==> src/rtl/pipe_stall_ctrl_if.sv <==
// Hazard/memory status inputs and per-stage write-enable outputs of pipe_stall_ctrl.
// master = pipeline/hazard side, slave = the stall controller.
interface pipe_stall_ctrl_if;
    logic        load_use_hz;
    logic        branch_taken;
    logic        dmem_req;
    logic        dmem_ready;

    logic        PCWrite;
    logic        IF_ID_Write;
    logic        ID_EX_Write;
    logic        EX_MEM_Write;
    logic        MEM_WB_Write;
    logic        ControlMuxSel;
    logic        IF_Flush;
    logic        mem_err;
    logic [15:0] stall_cycles;
    logic [15:0] flush_cycles;

    modport master (
        output load_use_hz, branch_taken, dmem_req, dmem_ready,
        input  PCWrite, IF_ID_Write, ID_EX_Write, EX_MEM_Write, MEM_WB_Write,
        input  ControlMuxSel, IF_Flush, mem_err, stall_cycles, flush_cycles
    );

    modport slave (
        input  load_use_hz, branch_taken, dmem_req, dmem_ready,
        output PCWrite, IF_ID_Write, ID_EX_Write, EX_MEM_Write, MEM_WB_Write,
        output ControlMuxSel, IF_Flush, mem_err, stall_cycles, flush_cycles
    );
endinterface

==> src/rtl/pipe_stall_ctrl.sv <==
// Pipeline stall/flush controller: load-use stalls, branch flushes, data-memory freeze and timeout.
// Optional performance counters are enabled with macro STALL_PERF_CNT_EN.
module pipe_stall_ctrl #(
    parameter int BRANCH_PENALTY = 1,
    parameter int MEM_TIMEOUT    = 255
) (
    input  logic              clk,
    input  logic              rst,
    pipe_stall_ctrl_if.slave  bus
);

    typedef enum logic [1:0] {
        ST_RUN,
        ST_MEM_WAIT,
        ST_FLUSH,
        ST_ERROR
    } state_t;

    localparam logic [1:0] FLUSH_INIT = 2'(BRANCH_PENALTY - 1);
    localparam logic [8:0] TIMEOUT    = 9'(MEM_TIMEOUT);

    state_t     state, state_nxt;
    logic       ret_flush, ret_flush_nxt;   // MEM_WAIT resumes FLUSH instead of RUN
    logic [7:0] wait_cnt, wait_cnt_nxt;
    logic [1:0] flush_cnt, flush_cnt_nxt;
    logic [8:0] wait_inc;

    logic pc_we, ifid_we, idex_we, exmem_we, memwb_we;
    logic mux_sel, if_flush;
    logic mem_stall;

    assign mem_stall = bus.dmem_req & ~bus.dmem_ready;
    assign wait_inc  = {1'b0, wait_cnt} + 9'd1;

    // NOTE: every signal assigned here gets a default first, so no path can infer a latch.
    always_comb begin
        state_nxt     = state;
        ret_flush_nxt = ret_flush;
        wait_cnt_nxt  = wait_cnt;
        flush_cnt_nxt = flush_cnt;
        pc_we         = 1'b1;
        ifid_we       = 1'b1;
        idex_we       = 1'b1;
        exmem_we      = 1'b1;
        memwb_we      = 1'b1;
        mux_sel       = 1'b0;
        if_flush      = 1'b0;

        case (state)
            ST_RUN: begin
                if (mem_stall) begin
                    {pc_we, ifid_we, idex_we, exmem_we, memwb_we} = 5'b0;
                    state_nxt     = ST_MEM_WAIT;
                    wait_cnt_nxt  = 8'd1;
                    ret_flush_nxt = 1'b0;
                end else if (bus.load_use_hz) begin
                    // A branch seen alongside a load-use stall is re-presented next cycle.
                    pc_we   = 1'b0;
                    ifid_we = 1'b0;
                    mux_sel = 1'b1;
                end else if (bus.branch_taken) begin
                    if_flush = 1'b1;
                    if (BRANCH_PENALTY > 1) begin
                        state_nxt     = ST_FLUSH;
                        flush_cnt_nxt = FLUSH_INIT;
                    end
                end
            end

            ST_MEM_WAIT: begin
                if (!bus.dmem_ready) begin
                    {pc_we, ifid_we, idex_we, exmem_we, memwb_we} = 5'b0;
                    wait_cnt_nxt = wait_inc[7:0];
                    if (wait_inc >= TIMEOUT) begin
                        state_nxt = ST_ERROR;
                    end
                end else begin
                    state_nxt = ret_flush ? ST_FLUSH : ST_RUN;
                end
            end

            ST_FLUSH: begin
                if (mem_stall) begin
                    {pc_we, ifid_we, idex_we, exmem_we, memwb_we} = 5'b0;
                    state_nxt     = ST_MEM_WAIT;
                    wait_cnt_nxt  = 8'd1;
                    ret_flush_nxt = 1'b1;
                end else begin
                    if_flush      = 1'b1;
                    flush_cnt_nxt = flush_cnt - 2'd1;
                    if (flush_cnt <= 2'd1) begin
                        state_nxt = ST_RUN;
                    end
                end
            end

            ST_ERROR: begin
                {pc_we, ifid_we, idex_we, exmem_we, memwb_we} = 5'b0;
                mux_sel = 1'b1;
            end

            default: begin
                state_nxt = ST_RUN;
            end
        endcase

        // Outputs take their safe values for the whole time reset is held.
        if (rst) begin
            {pc_we, ifid_we, idex_we, exmem_we, memwb_we} = 5'b0;
            mux_sel  = 1'b1;
            if_flush = 1'b0;
        end
    end

    // NOTE: sequential state uses non-blocking assignments so all flops update together.
    always_ff @(posedge clk or posedge rst) begin
        if (rst) begin
            state     <= ST_RUN;
            ret_flush <= 1'b0;
            wait_cnt  <= 8'd0;
            flush_cnt <= 2'd0;
        end else begin
            state     <= state_nxt;
            ret_flush <= ret_flush_nxt;
            wait_cnt  <= wait_cnt_nxt;
            flush_cnt <= flush_cnt_nxt;
        end
    end

    assign bus.PCWrite       = pc_we;
    assign bus.IF_ID_Write   = ifid_we;
    assign bus.ID_EX_Write   = idex_we;
    assign bus.EX_MEM_Write  = exmem_we;
    assign bus.MEM_WB_Write  = memwb_we;
    assign bus.ControlMuxSel = mux_sel;
    assign bus.IF_Flush      = if_flush;
    assign bus.mem_err       = (state == ST_ERROR);

`ifdef STALL_PERF_CNT_EN
    logic [15:0] stall_q, flush_q;

    always_ff @(posedge clk or posedge rst) begin
        if (rst) begin
            stall_q <= 16'd0;
            flush_q <= 16'd0;
        end else begin
            if (!pc_we && stall_q != 16'hFFFF) begin
                stall_q <= stall_q + 16'd1;
            end
            if (if_flush && flush_q != 16'hFFFF) begin
                flush_q <= flush_q + 16'd1;
            end
        end
    end

    assign bus.stall_cycles = stall_q;
    assign bus.flush_cycles = flush_q;
`else
    assign bus.stall_cycles = 16'd0;
    assign bus.flush_cycles = 16'd0;
`endif

endmodule
==> src/flat_wrapper.sv <==
// flat-port wrapper written by rule: the top's interface ports become plain ports
module pipe_stall_ctrl_flat 
#(
    parameter int BRANCH_PENALTY = 1,
    parameter int MEM_TIMEOUT    = 255
)
  (clk, rst, bus_load_use_hz, bus_branch_taken, bus_dmem_req, bus_dmem_ready, bus_PCWrite, bus_IF_ID_Write, bus_ID_EX_Write, bus_EX_MEM_Write, bus_MEM_WB_Write, bus_ControlMuxSel, bus_IF_Flush, bus_mem_err, bus_stall_cycles, bus_flush_cycles);
  pipe_stall_ctrl_if bus_i ();
  input  logic clk;
  input  logic rst;
  input wire logic [$bits(bus_i.load_use_hz)-1:0] bus_load_use_hz;
  input wire logic [$bits(bus_i.branch_taken)-1:0] bus_branch_taken;
  input wire logic [$bits(bus_i.dmem_req)-1:0] bus_dmem_req;
  input wire logic [$bits(bus_i.dmem_ready)-1:0] bus_dmem_ready;
  output wire logic [$bits(bus_i.PCWrite)-1:0] bus_PCWrite;
  output wire logic [$bits(bus_i.IF_ID_Write)-1:0] bus_IF_ID_Write;
  output wire logic [$bits(bus_i.ID_EX_Write)-1:0] bus_ID_EX_Write;
  output wire logic [$bits(bus_i.EX_MEM_Write)-1:0] bus_EX_MEM_Write;
  output wire logic [$bits(bus_i.MEM_WB_Write)-1:0] bus_MEM_WB_Write;
  output wire logic [$bits(bus_i.ControlMuxSel)-1:0] bus_ControlMuxSel;
  output wire logic [$bits(bus_i.IF_Flush)-1:0] bus_IF_Flush;
  output wire logic [$bits(bus_i.mem_err)-1:0] bus_mem_err;
  output wire logic [$bits(bus_i.stall_cycles)-1:0] bus_stall_cycles;
  output wire logic [$bits(bus_i.flush_cycles)-1:0] bus_flush_cycles;
  assign bus_i.load_use_hz = bus_load_use_hz;
  assign bus_i.branch_taken = bus_branch_taken;
  assign bus_i.dmem_req = bus_dmem_req;
  assign bus_i.dmem_ready = bus_dmem_ready;
  assign bus_PCWrite = bus_i.PCWrite;
  assign bus_IF_ID_Write = bus_i.IF_ID_Write;
  assign bus_ID_EX_Write = bus_i.ID_EX_Write;
  assign bus_EX_MEM_Write = bus_i.EX_MEM_Write;
  assign bus_MEM_WB_Write = bus_i.MEM_WB_Write;
  assign bus_ControlMuxSel = bus_i.ControlMuxSel;
  assign bus_IF_Flush = bus_i.IF_Flush;
  assign bus_mem_err = bus_i.mem_err;
  assign bus_stall_cycles = bus_i.stall_cycles;
  assign bus_flush_cycles = bus_i.flush_cycles;
  pipe_stall_ctrl #(.BRANCH_PENALTY(BRANCH_PENALTY), .MEM_TIMEOUT(MEM_TIMEOUT)) u_core (.clk(clk), .rst(rst), .bus(bus_i));
endmodule
==> config.mk <==
export PLATFORM = sky130hd
export DESIGN_NAME = pipe_stall_ctrl_flat
export DESIGN_NICKNAME = d
export VERILOG_FILES = /design/src/rtl/pipe_stall_ctrl_if.sv /design/src/rtl/pipe_stall_ctrl.sv /design/src/flat_wrapper.sv
export SDC_FILE = /design/constraint.sdc
export NUM_CORES = 1
export LEC_CHECK = 0
export ABC_CLOCK_PERIOD_IN_PS = 1750
export CORE_MARGIN = 4
export CORE_UTILIZATION = 40
export CTS_CLUSTER_DIAMETER = 120
export DETAILED_ROUTE_END_ITERATION = 8
export PLACE_DENSITY = 0.77
export SYNTH_ARGS = -nofsm -noshare
export SYNTH_HDL_FRONTEND = slang
export SYNTH_SLANG_ARGS = --single-unit
==> constraint.sdc <==
create_clock -name clk -period 1.75 [get_ports clk]
set_input_delay 0.35 -clock clk [delete_from_list [all_inputs] [get_ports clk]]
set_output_delay 0.35 -clock clk [all_outputs]
set_load 0.005 [all_outputs]
# Yosys cells after proc, flatten, opt, wreduce, memory -nomap -nowiden
# Cells that the tools add are included.
[totals] reg_bits=13 in_bits=6
[classes] add_sub_neg=2 magnitude_cmp=2 eq_ne=9 muxes=30 bitwise_logic=3 reduce_logical=9
[ops] cell="two-way mux 8 bit" count=2
[ops] cell="case mux 8 bit (2 select lines)" count=1
[ops] cell="two-way mux 1 bit" count=15
[ops] cell="two-way mux 2 bit" count=6
[ops] cell="adder 8 x 1 -> 9 bit (second input constant)" count=1
[ops] cell=">= comparator 9 x 8 -> 1 bit (second input constant)" count=1
[ops] cell="!= test 2 x 1 -> 1 bit (second input constant)" count=3
[ops] cell="case mux 1 bit (2 select lines)" count=3
[ops] cell="case mux 2 bit (3 select lines)" count=1
[ops] cell="AND reduction 3 bit" count=2
[ops] cell="== test 2 bit (second input constant)" count=2
[ops] cell="case mux 1 bit (4 select lines)" count=1
[ops] cell="AND reduction 4 bit" count=1
[ops] cell="nonzero test 2 bit" count=2
[ops] cell="!= test 3 x 1 -> 1 bit (second input constant)" count=1
[ops] cell="!= test 3 x 2 -> 1 bit (second input constant)" count=1
[ops] cell="case mux 1 bit (3 select lines)" count=1
[ops] cell="nonzero test 3 bit" count=1
[ops] cell="== test 2 x 1 -> 1 bit (second input constant)" count=1
[ops] cell="<= comparator 2 x 1 -> 1 bit (second input constant)" count=1
[ops] cell="logical NOT 2 bit" count=1
[ops] cell="!= test 2 bit (second input constant)" count=1
[ops] cell="NOT 1 bit" count=2
[ops] cell="AND reduction 2 bit" count=1
[ops] cell="3 further kinds" count=3

# Logic depth before layout (Yosys ltp)
[logic_depth] word_depth=5 ltp_mapped=8 depth_no_buf=7

# Worst setup path before layout
# No wires, ideal clock.
[synth_path] path_kind="register to output" startpoint="register u_core.state[0]" endpoint="output port bus_PCWrite" arrival_ns=1.702 t_required_ns=1.400 setup_slack_ns=-0.302 stages_incl_launch_ff=7 path_buffers=2 path_cell_list="dfrtp_1 > inv_1 > ha_1 > clkbuf_1 > a211oi_1 > a2111oi_0 > buf_4"
[synth_between] elab_chain_cells=3 elab_cells_between_ends=6 classes_between="eq/ne (3); mux (2); reduce/logical (1)"
[synth_lines] element="start: declaration" line="pipe_stall_ctrl.sv:22" source="state_t state, state_nxt;"
[synth_lines] element="start signal: assignment" line="pipe_stall_ctrl.sv:123" source="state <= state_nxt;"
[synth_lines] element="== test 2 bit, or another cell as far along"
[synth_lines] element="case mux 1 bit (4 select lines) *"
[synth_lines] element="two-way mux 1 bit *"
[synth_lines] element="end: declaration" line="flat_wrapper.sv:15" source="output wire logic [$bits(bus_i.PCWrite)-1:0] bus_PCWrite;"
# Every way passes the cells marked *; elsewhere a longest branch is shown, timed or not.

# Final worst setup path
[layout_path] startpoint="register u_core.state[1]" endpoint="output port bus_MEM_WB_Write"
[layout_between] elab_chain_cells=4 elab_cells_between_ends=7 classes_between="eq/ne (3); mux (2); reduce/logical (2)"
[layout_lines] element="== test 2 bit / logical NOT 2 bit (equally long branches)" line="pipe_stall_ctrl.sv:49" source="case (state)"
[layout_lines] element="OR reduction 2 bit (no line)"
[layout_lines] element="case mux 1 bit (3 select lines) *" line="pipe_stall_ctrl.sv:49"
[layout_lines] element="two-way mux 1 bit *" line="pipe_stall_ctrl.sv:108" source="if (rst) begin"
[layout_lines] element="end: declaration" line="flat_wrapper.sv:19" source="output wire logic [$bits(bus_i.MEM_WB_Write)-1:0] bus_MEM_WB_Write;"
# Marked as above.

==> out/results.ini <==
[worst_hold_path]
hold_path.class = flop to flop
holdPathEnd = u_core.flush_cnt[0]
min_path_cells = 1
min_from = u_core.flush_cnt[0]

[power]
cellPowerDensity_mw_per_mm2 = 1530
p_leak_nw = 0.903
vdd_drop_max_uv = 827

[die]
rows = 19
core_area_mm2 = 0.00283
die_y_um = 63.2
die-area_mm2 = 0.00399
ios = 46
initial_core_util_pct = 43.0
die_w_um = 63.2

[synth]
syn-cell-area_mm2 = 0.00122
async_reset_ff_share_pct = 100
ys_ff_latch = 13
yosys.cell_count.top_type = buf_4
netlist-cell-type-count = 40
ys_seq_area_share_pct = 26.7
yosysTopAreaCellShare_pct = 26.7
synth_edf_count = 0
synth_common_cells = buf_4 (35), dfrtp_1 (13), o21ai_0 (13)
syn_inst = 145
synth.avg_cell_area_um2 = 8.40
yosys_warnings = 0
yosysTopAreaCell = dfrtp_1
synth_area_leaders = dfrtp_1 (27%), buf_4 (22%), ha_1 (8.2%)
synthFlopType = dfrtp_1

[worst_setup_path]
critPathRequiredTime_ns = 1.40
crit_chain = inv_2 > buf_6 > ha_4 > o32ai_4 > nor2_2 > buf_6 > buf_6
ff2ff_path_depth = 9
crit_family = buffers and inverters
slowest_delay_ns = 0.39
cp-start-kind = flop
cp_max_fo = 3
cpMostUsedCell = buf_6
path_buf_inv = 4
cp.arrival_ns = 1.63
rrSetupSlack_ns = -0.18
path_class = flop to output pin
worst_r2r_startpoint = u_core.state[0]
cp-end-kind = output pin
cpMaxStageDelayCell = dfrtp_1
rr_endpoint = u_core.state[0]

[sta]
hold_viol_final = 0
maxSlewViolCount = 0
fin_crit_sh_pct = 113
rsz0062_at_grt = true
worst_clock_skew_ns = 0.00422
fin_crit_ns = 1.98
setup_violations = 16
setup_ws_ns = -0.228
fmaxAchievable_ghz = 0.506

[detailed_routing]
routed_via_density = 5.10
first_pass_iters = 4
route.detailed.drc = 0
totalWireLength_mm = 4.10
vias = 1213
drt_iter0_markers = 52
wl_per_cell_um = 17.2
drtAntennaViolNets = 0

[global_route]
grt_pass1_vias = 1141
grt_use_met1_pct = 18.9
grt_start_max_net_pins = 14
antenna_found_initial = 0
grt_use_total_pct = 17.4
gr-usage-met3_pct = 3.20
grt-ovfl-total = 0
grt_busiest_layer = met2
grt_use_met2_pct = 34.0
grt_pass1_wl_mm = 5.54

[clock_tree]
cts-buffers-inserted = 3
worst_skew_pair.late_latency_ns = 0.29
cts_root_buf = clkbuf_4
cts_sinks = 13
cts_buffer_depth = 2
htreeDepth = 1
cts_tree = done
clk_pin_slew_ns = 0.08

[job]
max_cap_violations = 0

[placed_design]
dp_slack_ns = -0.545
port_buffers = 13
gp_congestion = 0.866
place_hpwl_mm = 2.37

[final_layout]
multi_input_area_um2 = 980
nFillCells = 214
antenna_cells = 0
drive_gt1_share_pct = 52.2
syn_to_final_growth_pct = 61.8
nNetsFinal = 222
register_area_um2 = 328
finish.utilization_pct = 69.6

[run_status]
status = finished with violations
violations = negative setup slack

## where the power goes
| part | internal, W | total, W | switching, W |
|---|---|---|---|
| sequential | 0.000394 | 0.000495 | 0.000101 |
| clock | 0.0000888 | 0.000196 | 0.000107 |
| combinational | 0.00128 | 0.00233 | 0.00105 |
## worst reg2reg max path, delay by kind of cell (launching register included)
kind	cells	cell delay, ns
AO/OA/AOI/OAI	3	0.50
flip-flops	1	0.39
buffers and inverters	4	0.45
adder cells (fa/ha/maj)	1	0.19
multiplexers	1	0.31
## state kept, by name, summed over array words and instances, names as in the netlist
signal            flops
u_core.ret_flush      1
u_core.wait_cnt       8
u_core.state          2
u_core.flush_cnt      2
## worst max path at each step
| stage | start | to | slack [ns] | depth (start not counted) |
|---|---|---|---|---|
| 3_3_place_gp | bus_dmem_ready | bus_IF_ID_Write | -0.51 | 4 |
| 5_1_grt | u_core.state[1] | bus_MEM_WB_Write | -0.30 | 7 |
| 2_1_floorplan | u_core.state[0] | bus_PCWrite | -0.01 | 6 |
| 4_1_cts | u_core.state[0] | bus_MEM_WB_Write | -0.26 | 7 |
| 3_5_place_dp | bus_dmem_ready | bus_ControlMuxSel | -0.55 | 7 |
| 6_report | u_core.state[1] | bus_MEM_WB_Write | -0.23 | 7 |
## placed cells by master (no fill, tap or decap), drive strengths merged, types with 4 or more instances in the layout
master         count
inv                8
clkdlybuf4s50      4
ha                 8
clkbuf             4
nor2               8
nand2             11
conb              32
buf               60
dfrtp             13
o21ai             13
## metrics by stage
stage / hold WS [ns] / TNS (ns) / total power (W) / instances / area (µm²)
after floorplan: 0.233 / -0.0150 / 0.00122 / 176 / 1360
after global placement: 0.467 / -3.85 / 0.00170 / 216 / 1510
after detailed placement: 0.501 / -4.97 / 0.00179 / 216 / 1510
after CTS: 0.487 / -2.67 / 0.00253 / 233 / 1760
after global routing: 0.539 / -3.63 / 0.00319 / 238 / 1970
final: 0.513 / -2.46 / 0.00302 / 238 / 1970
## metal layers
layer | vias up | part of all wire, %
li1 | 561 | -
met1 | 598 | 36
met2 | 45 | 58
met3 | 9 | 4.5
met4 | 0 | 2.1
met5 | - | 0
## timing repair
action	in CTS	in global routing
hold buffers	0	0
resized for setup	73	38
hold endpoints to repair	0	0
gates cloned	1	0
setup endpoints to repair	17	18
setup buffers	12	7
pin swaps	15	20
## area by class of cell
cell class | count | area share, %
Multi-Input combinational cell | 117 | 49.7
Clock buffer | 4 | 1.33
Timing Repair Buffer | 65 | 28.8
Tap cell | 31 | 1.97
Sequential cell | 13 | 16.6
Inverter | 8 | 1.52
## kinds of logic after synthesis
group | count (synthesis) | synth area share, %
buffers and inverters | 46 | 25.0
and+or+nand+nor | 37 | 15.9
AOI/OAI and AO/OA | 35 | 19.4
DFF | 13 | 26.7
adders and majority gates | 8 | 8.22
muxes | 3 | 2.98
xor gates and xnor gates | 2 | 1.44
other | 1 | 0.308
No activity file was read; power rests on OpenSTA's default activity.
